[src/rtl/trig_debounce_sync_nff.sv]
// sync_nff: N-flop synchronizer for one asynchronous input.
//   Reusable for any async line feeding the edge detectors.
// Ports:
//   clk    - system clock (rising edge)
//   rst    - synchronous, active-high reset; clears every flop to 0
//   d      - raw asynchronous input, feeds flop 0 only
//   q      - synchronized output, taken from the last flop of the chain
module sync_nff #(
  parameter int STAGES = 2
) (
  input  logic clk,
  input  logic rst,
  input  logic d,
  output logic q
);

  logic [STAGES-1:0] r_chain;

  // Flop 0 is the only one that sees d; each later stage copies its
  // predecessor, so metastability has STAGES-1 clock periods to resolve.
  always_ff @(posedge clk) begin
    if (rst) r_chain <= '0;
    else     r_chain <= {r_chain[STAGES-2:0], d};
  end

  assign q = r_chain[STAGES-1];

endmodule

[src/rtl/trig_debounce.sv]
// trig_debounce: synchronizes and debounces a raw asynchronous input into
//   a clean single-domain level for the toggle/edge detectors, and counts
//   aborted transitions (bounces) for diagnostics.
// Ports:
//   clk         - system clock, all logic on rising edge
//   rst         - synchronous, active-high reset (highest priority)
//   btn_in      - raw asynchronous input
//   bounce_clr  - synchronous clear of bounce_cnt (wins over an increment)
//   trigger     - debounced level, registered
//   busy        - high while a candidate transition is being qualified
//   bounce_cnt  - saturating count of aborted transitions
// Latency from the first edge that captures a new steady btn_in value to
// trigger changing: SYNC_STAGES + DEBOUNCE_CYCLES edges.
module trig_debounce #(
  parameter int SYNC_STAGES     = 2,
  parameter int DEBOUNCE_CYCLES = 16,
  parameter int BOUNCE_W        = 8
) (
  input  logic                clk,
  input  logic                rst,
  input  logic                btn_in,
  input  logic                bounce_clr,
  output logic                trigger,
  output logic                busy,
  output logic [BOUNCE_W-1:0] bounce_cnt
);

  localparam int CNT_W = $clog2(DEBOUNCE_CYCLES);

  // Count of the final qualifying sample; the state changes on that sample.
  localparam logic [CNT_W-1:0] CNT_LAST = CNT_W'(DEBOUNCE_CYCLES - 1);
  localparam logic [BOUNCE_W-1:0] BOUNCE_MAX = '1;

  localparam logic [1:0] IDLE_LOW  = 2'd0;
  localparam logic [1:0] WAIT_HIGH = 2'd1;
  localparam logic [1:0] IDLE_HIGH = 2'd2;
  localparam logic [1:0] WAIT_LOW  = 2'd3;

  logic                w_s;
  logic [1:0]          r_state;
  logic [CNT_W-1:0]    r_cnt;
  logic                r_trig;
  logic                r_busy;
  logic [BOUNCE_W-1:0] r_bounce;

  sync_nff #(.STAGES(SYNC_STAGES)) u_sync (
    .clk (clk),
    .rst (rst),
    .d   (btn_in),
    .q   (w_s)
  );

  // busy is registered alongside the next state rather than decoded from
  // r_state combinationally, so it is glitch-free at the output.
  always_ff @(posedge clk) begin
    if (rst) begin
      r_state  <= IDLE_LOW;
      r_cnt    <= '0;
      r_trig   <= 1'b0;
      r_busy   <= 1'b0;
      r_bounce <= '0;
    end else begin
      case (r_state)
        IDLE_LOW: begin
          if (w_s) begin
            // The sample that leaves IDLE is qualifying sample 1.
            r_state <= WAIT_HIGH;
            r_cnt   <= CNT_W'(1);
            r_busy  <= 1'b1;
          end
        end
        WAIT_HIGH: begin
          if (w_s) begin
            if (r_cnt == CNT_LAST) begin
              r_state <= IDLE_HIGH;
              r_trig  <= 1'b1;
              r_busy  <= 1'b0;
              r_cnt   <= '0;
            end else begin
              r_cnt <= r_cnt + CNT_W'(1);
            end
          end else begin
            r_state <= IDLE_LOW;
            r_busy  <= 1'b0;
            r_cnt   <= '0;
            if (r_bounce != BOUNCE_MAX) r_bounce <= r_bounce + BOUNCE_W'(1);
          end
        end
        IDLE_HIGH: begin
          if (!w_s) begin
            r_state <= WAIT_LOW;
            r_cnt   <= CNT_W'(1);
            r_busy  <= 1'b1;
          end
        end
        default: begin // WAIT_LOW
          if (!w_s) begin
            if (r_cnt == CNT_LAST) begin
              r_state <= IDLE_LOW;
              r_trig  <= 1'b0;
              r_busy  <= 1'b0;
              r_cnt   <= '0;
            end else begin
              r_cnt <= r_cnt + CNT_W'(1);
            end
          end else begin
            r_state <= IDLE_HIGH;
            r_busy  <= 1'b0;
            r_cnt   <= '0;
            if (r_bounce != BOUNCE_MAX) r_bounce <= r_bounce + BOUNCE_W'(1);
          end
        end
      endcase
      // Last assignment wins: a clear overrides an abort on the same edge.
      if (bounce_clr) r_bounce <= '0;
    end
  end

  assign trigger    = r_trig;
  assign busy       = r_busy;
  assign bounce_cnt = r_bounce;

endmodule

[config.mk]
export PLATFORM = sky130hd
export DESIGN_NAME = trig_debounce
export DESIGN_NICKNAME = d
export VERILOG_FILES = /design/src/rtl/trig_debounce_sync_nff.sv /design/src/rtl/trig_debounce.sv
export SDC_FILE = /design/constraint.sdc
export NUM_CORES = 1
export LEC_CHECK = 0
export CAP_MARGIN = 20
export CELL_PAD_IN_SITES_DETAIL_PLACEMENT = 1
export CELL_PAD_IN_SITES_GLOBAL_PLACEMENT = 2
export CORE_MARGIN = 5
export CORE_UTILIZATION = 30
export CTS_CLUSTER_DIAMETER = 30
export DETAILED_ROUTE_END_ITERATION = 8
export GPL_TIMING_DRIVEN = 0
export PLACE_DENSITY = 0.73
export SYNTH_ARGS = -nofsm -noshare
export SYNTH_HDL_FRONTEND = slang
export SYNTH_SLANG_ARGS = --single-unit
[constraint.sdc]
create_clock -name clk -period 2.4 [get_ports clk]
set_clock_uncertainty 0.1 [all_clocks]
set_input_delay 0.36 -clock clk [delete_from_list [all_inputs] [get_ports clk]]
set_output_delay 0.36 -clock clk [all_outputs]
set_load 0.02 [all_outputs]
Yosys cells after proc, flatten, opt, wreduce, memory -nomap -nowiden
Cells that the tools add are included.
- flip-flop bits (word level): 18
- latch bits: 0
- RAM bits: 0
- bits in read-only memories: 0
- input bits: 4
- output and inout port bits: 10
- logic and storage cells: 56
- memories kept: 0
- add/sub/neg operators: 2
- $mul: 0
- div/mod/pow operators: 0
- magnitude comparators: 0
- eq/ne operators: 10
- shift operators: 0
- mux-type cells: 28
- bitwise operators: 1
- reduce and logical (&&, ||, !) cells: 9
- operators by type and width (cell ; number):
    8-bit two-way mux ; 3
    4-bit two-way mux ; 5
    8-bit one-hot mux with 2 select lines ; 1
    2-bit two-way mux ; 6
    4-bit one-hot mux with 3 select lines ; 1
    1-bit two-way mux ; 9
    8-bit by 1-bit adder with 8-bit output (second input constant) ; 1
    8-bit != test (second input constant) ; 1
    4-bit AND reduction ; 2
    2-bit != test (second input constant) ; 3
    2-bit one-hot mux with 3 select lines ; 1
    4-bit by 1-bit adder with 4-bit output (second input constant) ; 1
    4-bit == test (second input constant) ; 1
    2-bit by 1-bit != test with 1-bit output (second input constant) ; 2
    4-bit nonzero test ; 1
    2-bit OR reduction ; 2
    3-bit != test (second input constant) ; 1
    1-bit one-hot mux with 3 select lines ; 1
    3-bit AND reduction ; 1
    2-bit by 1-bit == test with 1-bit output (second input constant) ; 1
    2-bit == test (second input constant) ; 1
    2-bit logical NOT ; 1
    1-bit one-hot mux with 2 select lines ; 1
    2-bit AND reduction ; 1
    2 further kinds ; 2

Logic depth before layout (Yosys ltp)
Gate-level depths: netlist (run 1).
- depth in word-level cells: 4
- depth in mapped cells: 6
- gate-level depth less buffers: 5

Cells and area by module
Synthesis (run 1) repeated with hierarchy kept, for this count alone.
- cell total of the unflattened synthesis: 106
- area, all modules: 938.4 um^2
- modules (own cells, without submodules) (module ; instances ; cells an instance ; area each (um^2) ; sequential area each (um^2)):
    trig_debounce ; 1 ; 102 ; 885.8 ; 320.3
    sync_nff ; 1 ; 4 ; 52.6 ; 40.0

Worst setup path before layout (run 1)
No wires, ideal clock.
- path type: flip-flop to flip-flop
- from: reg r_state[0]
- to: reg r_bounce[6], in the netlist bounce_cnt[6]
- setup time: 0.086 ns
- arrival: 1.555 ns
- data required time: 2.214 ns
- slack: 0.660 ns
- stages on the path, launching flop included: 7
- path buffers: 1
- clock period less this slack: 1.740 ns
- cell sequence: dfxtp_1 -> buf_2 -> nand2b_1 -> ha_1 -> and3_1 -> and4_1 -> a211oi_1
- cells in the longest elaborated chain, start to end: 4
- elaborated cells on any way between the ends: 9
- those cells by class: 3 x eq/ne; 1 x mux; 1 x bitwise; 4 x reduce/logical
- RTL lines (item ; RTL line ; RTL):
    from (decl) ; trig_debounce.sv:40 ; logic [1:0] r_state;
    from (signal assigned) ; trig_debounce.sv:57 ; r_state <= IDLE_LOW;
    from (signal assigned) ; trig_debounce.sv:67 ; r_state <= WAIT_HIGH;
    from (signal assigned) ; trig_debounce.sv:75 ; r_state <= IDLE_HIGH;
    2-bit == test or 2-bit logical NOT (tied branches) ; trig_debounce.sv:63 ; case (r_state)
    2-bit OR reduction (no line) ; n/a ;
    1-bit NOT (no line) ; n/a ;
    3-bit AND reduction (no line) ; n/a ;
    to (signal assigned) ; trig_debounce.sv:86 ; if (r_bounce != BOUNCE_MAX) r_bounce <= r_bounce + BOUNCE_W'(1);
    to (signal assigned) ; trig_debounce.sv:110 ; if (r_bounce != BOUNCE_MAX) r_bounce <= r_bounce + BOUNCE_W'(1);
    to (decl) ; trig_debounce.sv:44 ; logic [BOUNCE_W-1:0] r_bounce;
Several ways; a longest one is shown, not always the timed one.
A chain may end at the register's enable or synchronous reset.

Worst setup path in the final report (run 1)
Same ends and word-level chain as after synthesis.

==> summary.md, run 1 <==
| Metric | Value |
|---|---|
| Syn nets | 110 |
| Final hold viol count | 0 |
| Max Cap Viol | 0 |
| Cell Pwr Density | 482 mW/mm2 |
| Placed cell area | 0.00105 mm2 |
| Clk slew on worst S/H paths | 100 ps |
| Measured slew at the worst slew-check pin | 552 ps |
| CTS Sinks | 18 |
| Netlist cell types | 34 |
| Multi-input gate area | 479 um2 |
| Register area | 360 um2 |
| WP data required | 2520 ps |
| Mapped Area | 883 um2 |
| First-pass GRT wire length | 4040 um |
| Die H | 64.3 um |
| Status | finished, final reports clean |
| Pleak | 0.406 nW |
| Comb power frac | 6.0% |
| DR vias | 825 |
| Root Buffer | clkbuf_4 |
| Number of CTS-inserted buffers | 3 |
| Cell area after layout | 0.00109 mm2 |
| Row count | 19 |
| Async SR Flop Fraction | 0% |
| DIE AREA | 0.00413 mm2 |
| Yosys Warn Count | 0 |
| Post-CTS Setup Repair Bufs | 0 |
| Slew Limit Fails | 0 |
| HP Class | reg2reg |
| Synth Area per Inst | 8.58 um2 |
| Largest net degree at the start of global routing | 11 |
| Vias in the first global route | 866 |
| CTS tree | done |
| Post-Route WL | 2220 um |
| Max Clock Freq | 500 MHz |
| Tcrit/Tclk final | 83.3% |
| Pint | 408 uW |
| Worst path slowest cell | dfxtp_1 |
| #FFs+latches synth | 18 |
| Starting Density | 31.8% |
| Post-synth EDFFs | 0 |
| Routed length per placed instance | 14.7 um |
| GP Congestion | 0.752 |
| Layout area overhead | 23.2% |
| Critical Path Max Stage Delay | 440 ps |
| Port bufs | 13 |
| Gr usage total | 12.1% |
| Worst EP arrival | 2120 ps |
| RSZ-0062 raised after global routing | false |
| # DRC | 0 |
| Post-DP HPWL | 1620 um |
| Post-synthesis sequential area ratio | 40.8% |
| Die X | 64.3 um |
| Mapped Cells | 103 |
| H-tree depth | 1 |
| Setup TNS Final | 0 ps |
| Post-CTS sizing | 0 |
| Tot Pwr | 524 uW |
| Clk_lat worst skew | 290 ps |
| Vias per std cell | 5.46 |
| Initial antenna violation count | 0 |
| Startpoint types | register |
| Endpoint class of the critical path | register |
| Net count, final | 128 |
| Hold bufs inserted after CTS | 0 |
| Core area | 0.00278 mm2 |
| Slew margin rel. | 63.1% |
| Ys flop type | dfxtp_1 |
| CP max FO | 10 |
| Layout cells sized above 1 | 7.50% |
| Switching share of power | 22.1% |
| Max Buffers Root-to-Sink | 2 |
| Sw power | 116 uW |
| IO Pins | 14 |
| Crit path kind | reg2reg |
| First DRT Iteration DRCs | 19 |
| DR pass1 iterations | 2 |
| Antenna-violating nets left | 0 |
| ANT cells | 0 |
| Final min period | 2000 ps |
| Layout fillers | 340 |
| Sequential share of power | 58.3% |
| Largest vdd supply drop | 386 uV |
| Clock power share | 35.7% |
| # setup viols final | 0 |
| Critical-path cell list | buf_2 -> nand2b_1 -> ha_1 -> and3_1 -> and4_1 -> a211oi_1 |
| Gr ovfl total | 0 |
-- registers in the layout (all words and copies together), names as in the netlist, named ones only --
register / count
r_cnt: 4
r_state: 1
bounce_cnt: 8
trigger: 1
u_sync.r_chain: 2
busy: 1
-- synthesized netlist by cell type, types with 2 or more instances --
library cell,instances,area share (%)
o21ai_0,5,2.8
nor2_1,2,0.85
nor3_1,2,1.1
a21oi_1,12,6.8
and4b_1,2,2.3
and4_1,3,3.0
buf_2,2,1.1
mux2i_1,3,3.4
dfxtp_1,18,41
and3_1,3,2.1
nor2b_1,3,2.1
nand2_1,7,3.0
nand3_1,9,5.1
a31oi_1,3,2.1
ha_1,3,4.2
inv_1,5,2.1
xor2_1,2,2.0
a211oi_1,3,2.5
-- cells by family (layout without fill, tap and decap cells) --
kind of cell / count (synthesis) / after routing / synth area share, %
fa+ha+maj: 3 / 3 / 4.25
simple gates: 38 / 38 / 24.7
compound gates: 28 / 28 / 19.0
flops: 18 / 18 / 40.8
xor+xnor: 3 / 3 / 2.98
buf+inv: 10 / 27 / 4.96
mux: 3 / 3 / 3.40
-- placed cells by master, fill, tap and decap left out, types with 3 or more instances in the layout --
cell	synthesis	layout
dfxtp_1	18	18
a31oi_1	3	3
clkbuf_4	0	3
nor2b_1	3	3
clkdlybuf4s50_1	0	13
nand3_1	9	9
and4_1	3	3
nand2_1	7	7
and3_1	3	3
mux2i_1	3	3
o21ai_0	5	5
inv_1	5	5
a21oi_1	12	12
a211oi_1	3	3
ha_1	3	3
-- final cells by class --
class                   count  share of cell area (%)
plain buffers               4                    1.95
clock buffers               4                    3.33
repair buffers             13                    12.0
well taps                  31                    3.56
multi-input cells          75                    44.0
flip-flops and latches     18                    33.1
inverters                   6                    2.07
-- final timing paths --
path	startpoint	to	slack (ps)	cells after the start
worst min-delay path	u_sync.r_chain[0]$_SDFF_PP0_	u_sync.r_chain[1]$_SDFF_PP0_	350	1
worst min register to register	u_sync.r_chain[0]$_SDFF_PP0_	u_sync.r_chain[1]$_SDFF_PP0_	350	1
worst max register to register	r_state[0]$_SDFFE_PP0P_	bounce_cnt[6]$_SDFFE_PP0P_	400	6
worst max-delay path	r_state[0]$_SDFFE_PP0P_	bounce_cnt[6]$_SDFFE_PP0P_	400	6
-- per-stage QoR --
stage	worst slack, ps	hold WS, ps	std cells	util, %
2_1_floorplan	660	314	103	-
3_3_place_gp	481	326	147	37.8
3_5_place_dp	389	328	147	37.8
4_1_cts	395	357	151	39.1
5_1_grt	276	372	151	39.1
6_report	400	352	151	39.1
-- routing by layer --
metal | global-route usage, % | vias to the layer above | routed length (um)
li1 | - | 417 | -
met1 | 15.9 | 395 | 1070
met2 | 19.2 | 11 | 1060
met3 | 3.85 | 2 | 77
met4 | 3.05 | 0 | 10
met5 | 0 | - | 0
-- worst max-delay path, delay by kind of cell, from the launching register on --
family	cells	cell delay, ps
DFF	1	440
adders and majority gates	1	370
AOI/OAI and AO/OA	1	220
and+or+nand+nor	3	540
buffers and inverters	1	260
-- power by group through the flow --
| stage | Sequential [mW] | Clock (mW) | Combinational [mW] |
|---|---|---|---|
| after global placement | 0.313 | 0 | 0.0306 |
| after CTS | 0.306 | 0.198 | 0.0322 |
| after global routing | 0.307 | 0.207 | 0.0358 |
| after detailed placement | 0.313 | 0 | 0.0319 |
| after floorplan | 0.313 | 0 | 0.0167 |
| final | 0.306 | 0.187 | 0.0314 |
No activity file was read; power rests on OpenSTA's default activity.
==> run 2: changes to the inputs <==
- CORE_UTILIZATION: 30 -> 27
- PLACE_DENSITY: 0.73 -> 0.69
- clock period: 2.4 -> 1.6 ns (I/O delays scaled with it)
==> run 2 against run 1 <==
Core utilization shrank 1.8 points. Worst setup slack lost 350 ps. Non-clock buffer count is the same. Highest routed layer unchanged. Wire length grew 1.8%. Largest cell class unchanged.
==> summary.md, run 2 (synthesis results as in run 1) <==
| Metric | Value |
|---|---|
| CTS Sinks | 18 (unchanged) |
| Crit path kind | reg2reg |
| Largest vdd supply drop | 220 uV (-43%) |
| Tcrit/Tclk final | 96.7% (+13 points) |
| Reg2Reg Depth | 4 (-2) |
| Antenna-violating nets left | 0 (unchanged) |
| DIE AREA | 0.00452 mm2 (+9.3%) |
| Gr usage total | 11.4% (-0.65 points) |
| Clk slew on worst S/H paths | 110 ps (about the same) |
| IO Pins | 14 (unchanged) |
| Vias per std cell | 5.01 (-8.3%) |
| Commonest non-fill, non-tap cells in the layout | dfxtp_1, a21oi_1, dlygate4sd2_1, nand3_1, nand2_1 |
| Pleak | 0.470 nW (+16%) |
| CTS tree | done |
| Layout area overhead | 31.3% |
| CP max FO | 7 (-3) |
| GP Congestion | 0.711 (-5.5%) |
| # DRC | 0 (unchanged) |
| DR pass1 iterations | 2 (unchanged) |
| Root Buffer | clkbuf_4 |
| # setup viols final | 0 (unchanged) |
| Measured slew at the worst slew-check pin | 568 ps (+16.5 ps) |
| H-tree depth | 1 (unchanged) |
| Gr ovfl total | 0 (unchanged) |
| Commonest non-fill, non-tap cell in the layout | dfxtp_1 |
| Starting Density | 28.5% (-3.3 points) |
| WP data required | 1750 ps (-770 ps) |
| Port bufs | 13 (unchanged) |
| Post-DP HPWL | 1690 um (+4.0%) |
| First DRT Iteration DRCs | 14 (-5) |
| Core area | 0.00310 mm2 (+12%) |
| Hold bufs inserted after CTS | 0 (unchanged) |
| Net count, final | 128 (unchanged) |
| Max FFs per register | 8 (unchanged) |
| Cell Pwr Density | 689 mW/mm2 (+43%) |
| Placed cell area | 0.00109 mm2 (+3.4%) |
| Setup TNS Final | 0 ps (unchanged) |
| Status | finished, final reports clean |
| Final hold viol count | 0 (unchanged) |
| DR vias | 822 (-0.36%) |
| Endpoint class of the critical path | register |
| Hold Path Origin | u_sync.r_chain[0]$_SDFF_PP0_ |
| Initial antenna violation count | 0 (unchanged) |
| HP Class | reg2reg |
| RSZ-0062 raised after global routing | true |
| Pre-CTS setup slack | -106 ps (-495 ps) |
| Vias in the first global route | 872 (+0.69%) |
| Die X | 67.2 um (+4.6%) |
| Routed length per placed instance | 13.8 um (-6.3%) |
| WHS | 348 ps (-3.65 ps) |
| Cell area after layout | 0.00116 mm2 (+6.6%) |
| Max Cap Viol | 0 (unchanged) |
| First-pass GRT wire length | 3880 um (-3.8%) |
| Max Clock Freq | 647 MHz (+29%) |
| Die H | 67.2 um (+4.6%) |
| Hold path cells | 1 (unchanged) |
| Number of CTS-inserted buffers | 3 (unchanged) |
| Final setup margin | 53.2 ps (-347 ps) |
| ANT cells | 0 (unchanged) |
| Startpoint types | register |
| Worst EP arrival | 1690 ps (-430 ps) |
| Clk_lat worst skew | 300 ps (about the same) |
| Final min period | 1550 ps (-453 ps) |
| Post-Route WL | 2260 um (+1.8%) |
| Slew Limit Fails | 0 (unchanged) |
| Util after Layout | 37.4% (-1.8 points) |
| Row count | 20 (+1) |
| Largest net degree at the start of global routing | 12 (+1) |
| Layout cells sized above 1 | 19.2% (+12 points) |
| Finished Layout Cells | 164 (+8.6%) |
| Max Buffers Root-to-Sink | 2 (unchanged) |
| Placed Cells incl. Taps | 160 (+8.8%) |
| Tot Pwr | 799 uW (+52%) |
| Slew margin rel. | 62.0% (-1.1 points) |
[run 2: area by class of cell]
cell class                      count  area (um2)
Timing Repair Buffer               15         136
Buffer                              2        8.76
Tap cell                           44        55.1
Fill cell                         392        1940
Clock buffer                        4        36.3
Inverter                            6        22.5
Multi-Input combinational cell     75         531
Sequential cell                    18         370
[run 2: power by group]
part           internal [mW]  switching [mW]  leakage (nW)  total, mW
clock network          0.139           0.153        0.0210      0.292
registers              0.451         0.00595         0.148      0.457
logic                 0.0222          0.0278         0.301     0.0500
total                  0.612           0.187         0.470      0.799
[run 2: metal layers]
metal  track usage (%)  vias to the layer above  share of wire, %
met5                 0                        -                 0
met4              5.82                        0               1.9
met3              3.16                        5               2.3
met2              18.5                       10                45
met1              13.8                      393                50
li1                  -                      414                 -
[run 2: critical path, cell delays in order, from the launching register on]
cell and delay, ps:
dfxtp_4 390, nand2b_4 150, ha_4 260, or4_4 480, a21oi_2 120
[run 2: what timing repair did]
action                                  in CTS  in global routing
pin swaps                                    2                  1
hold endpoints to repair                     0                  0
endpoints found under the setup margin      17                  7
setup buffers                                1                  1
gates resized for setup                     16                  9
[run 2: path summary, 6_finish.rpt]
kind	end	slack [ps]
hold / removal	u_sync.r_chain[1]$_SDFF_PP0_	350
hold reg to reg	u_sync.r_chain[1]$_SDFF_PP0_	350
setup reg to reg	trigger$_SDFFE_PP0P_	50
setup / recovery	trigger$_SDFFE_PP0P_	50
==> run 3: changes to the inputs <==
- PLACE_DENSITY: 0.69 -> default
- PLACE_DENSITY_LB_ADDON: default -> 0.1
==> run 3 against run 2 <==
Core utilization shrank 0.20 points. Wire length grew 5.1%. Sequential share of layout area grew 0.065 points. First-iteration DRC count grew 29%. Final area shrank 0.54%. Final cell count grew 0.61%. Sequential power is essentially flat.
==> summary.md, run 3 (synthesis results as in run 1) <==
| Metric | Value |
|---|---|
| Post-Route WL | 2370 um (+5.1%) |
| Die X | 67.2 um (unchanged) |
| ANT cells | 0 (unchanged) |
| Number of CTS-inserted buffers | 3 (unchanged) |
| Pint | 561 uW (-8.3%) |
| Net count, final | 130 (+1.6%) |
| Slew margin rel. | 62.5% (+0.51 points) |
| Commonest non-fill, non-tap cells in the layout | dfxtp_1, a21oi_1, dlygate4sd2_1, nand3_1, nand2_1 |
| First DRT Iteration DRCs | 18 (+4) |
| Post-DP HPWL | 1690 um (+0.11%) |
| Final hold viol count | 0 (unchanged) |
| CTS tree | done |
| CTS Sinks | 18 (unchanged) |
| Initial antenna violation count | 0 (unchanged) |
| Util after Layout | 37.2% (-0.20 points) |
| Endpoint class of the critical path | register |
| DR vias | 823 (+0.12%) |
| IO Pins | 14 (unchanged) |
| Final min period | 1540 ps (-7.74 ps) |
| Cell area after layout | 0.00115 mm2 (-0.54%) |
| Status | finished, final reports clean |
| Starting Density | 28.5% (unchanged) |
| WHS | 352 ps (+3.56 ps) |
| Max Clock Freq | 650 MHz (+0.50%) |
| Max FFs per register | 8 (unchanged) |
| Placed cell area | 0.00109 mm2 (unchanged) |
| Clock power share | 31.3% (-5.3 points) |
| First-pass GRT wire length | 3830 um (-1.4%) |
| Root Buffer | clkbuf_4 |
| # DRC | 0 (unchanged) |
| Placed Cells incl. Taps | 160 (unchanged) |
| Commonest non-fill, non-tap cell in the layout | dfxtp_1 |
| Worst EP arrival | 1670 ps (-20 ps) |
| Layout cells sized above 1 | 18.2% (-0.98 points) |
| Die H | 67.2 um (unchanged) |
| Antenna-violating nets left | 0 (unchanged) |
| Pleak | 0.471 nW (+0.36%) |
| DIE AREA | 0.00452 mm2 (unchanged) |
| Hold bufs inserted after CTS | 0 (unchanged) |
| Clk slew on worst S/H paths | 110 ps (about the same) |
| HP Class | reg2reg |
| Sequential share of power | 61.8% (+4.6 points) |
| Largest vdd supply drop | 276 uV (+26%) |
| Vias in the first global route | 818 (-6.2%) |
| Gr ovfl total | 0 (unchanged) |
| Gr usage total | 11.5% (+0.016 points) |
| Max Buffers Root-to-Sink | 2 (unchanged) |
| CP max FO | 6 (-1) |
| Crit path kind | reg2reg |
| Startpoint types | register |
| GP Congestion | 0.715 (+0.53%) |
| Finished Layout Cells | 165 (+0.61%) |
| Slew Limit Fails | 0 (unchanged) |
| Row count | 20 (unchanged) |
| Pre-CTS setup slack | -155 ps (-49.5 ps) |
| Vias per std cell | 4.99 (-0.49%) |
| Comb power frac | 6.9% (+0.6 points) |
| Cell Pwr Density | 640 mW/mm2 (-7.1%) |
| Clk_lat worst skew | 290 ps (about the same) |
| Max Cap Viol | 0 (unchanged) |
| H-tree depth | 1 (unchanged) |
| DR pass1 iterations | 2 (unchanged) |
| RSZ-0062 raised after global routing | true |
| Measured slew at the worst slew-check pin | 561 ps (-7.59 ps) |
| WP data required | 1730 ps (-20 ps) |
| Setup TNS Final | 0 ps (unchanged) |
| Core area | 0.00310 mm2 (unchanged) |
| Switching share of power | 24.0% (+0.56 points) |
| Largest net degree at the start of global routing | 12 (unchanged) |
| Tcrit/Tclk final | 96.2% (-0.48 points) |
| Tot Pwr | 738 uW (-7.6%) |
| Final setup margin | 61.0 ps (+7.74 ps) |
| # setup viols final | 0 (unchanged) |
| Routed length per placed instance | 14.4 um (+4.5%) |
| Sw power | 177 uW (-5.4%) |
| Layout area overhead | 30.6% |
| Port bufs | 13 (unchanged) |
==> run 3: power by group through the flow <==
stage	clock network (mW)	logic [mW]	registers, mW
3_3_place_gp	0	0.0501	0.469
3_5_place_dp	0	0.0507	0.469
5_1_grt	0.264	0.0569	0.458
2_1_floorplan	0	0.0279	0.470
4_1_cts	0.246	0.0497	0.458
6_report	0.231	0.0507	0.456
==> run 3: worst paths after layout <==
kind / slack (ps) / from / cells past startpoint / end
max: 60 / register / 4 / trigger$_SDFFE_PP0P_
min: 350 / u_sync.r_chain[0]$_SDFF_PP0_ / 1 / u_sync.r_chain[1]$_SDFF_PP0_
max reg2reg: 60 / register / 4 / trigger$_SDFFE_PP0P_
min reg2reg: 350 / u_sync.r_chain[0]$_SDFF_PP0_ / 1 / u_sync.r_chain[1]$_SDFF_PP0_
==> run 3: cell type report <==
| class | count | area (um2) |
|---|---|---|
| tap | 44 | 55.1 |
| fill | 386 | 1950 |
| clock buffer | 3 | 22.5 |
| buffer | 2 | 8.76 |
| inverter | 6 | 22.5 |
| multi-input combinational | 75 | 524 |
| sequential | 18 | 369 |
| timing repair buffer | 17 | 151 |
==> run 3: critical path, stage by stage (launching register included) <==
cell and delay [ps]:
dfxtp_4 380, nand2b_4 150, ha_4 260, or4_1 470, a21oi_1 130
==> run 3: metal layers <==
| layer | vias to the layer above | part of all wire [%] | GRT usage [%] |
|---|---|---|---|
| met5 | - | 0 | 0 |
| met4 | 0 | 1.2 | 5.32 |
| met3 | 2 | 4.1 | 3.00 |
| met2 | 11 | 42 | 16.9 |
| met1 | 393 | 53 | 15.5 |
| li1 | 417 | - | - |
==> run 3: timing repair <==
item | CTS | global route
gates cloned | 0 | 0
setup endpoints to repair | 16 | 8
pin swaps | 2 | 0
gates resized for setup | 16 | 7
buffers inserted | 1 | 3
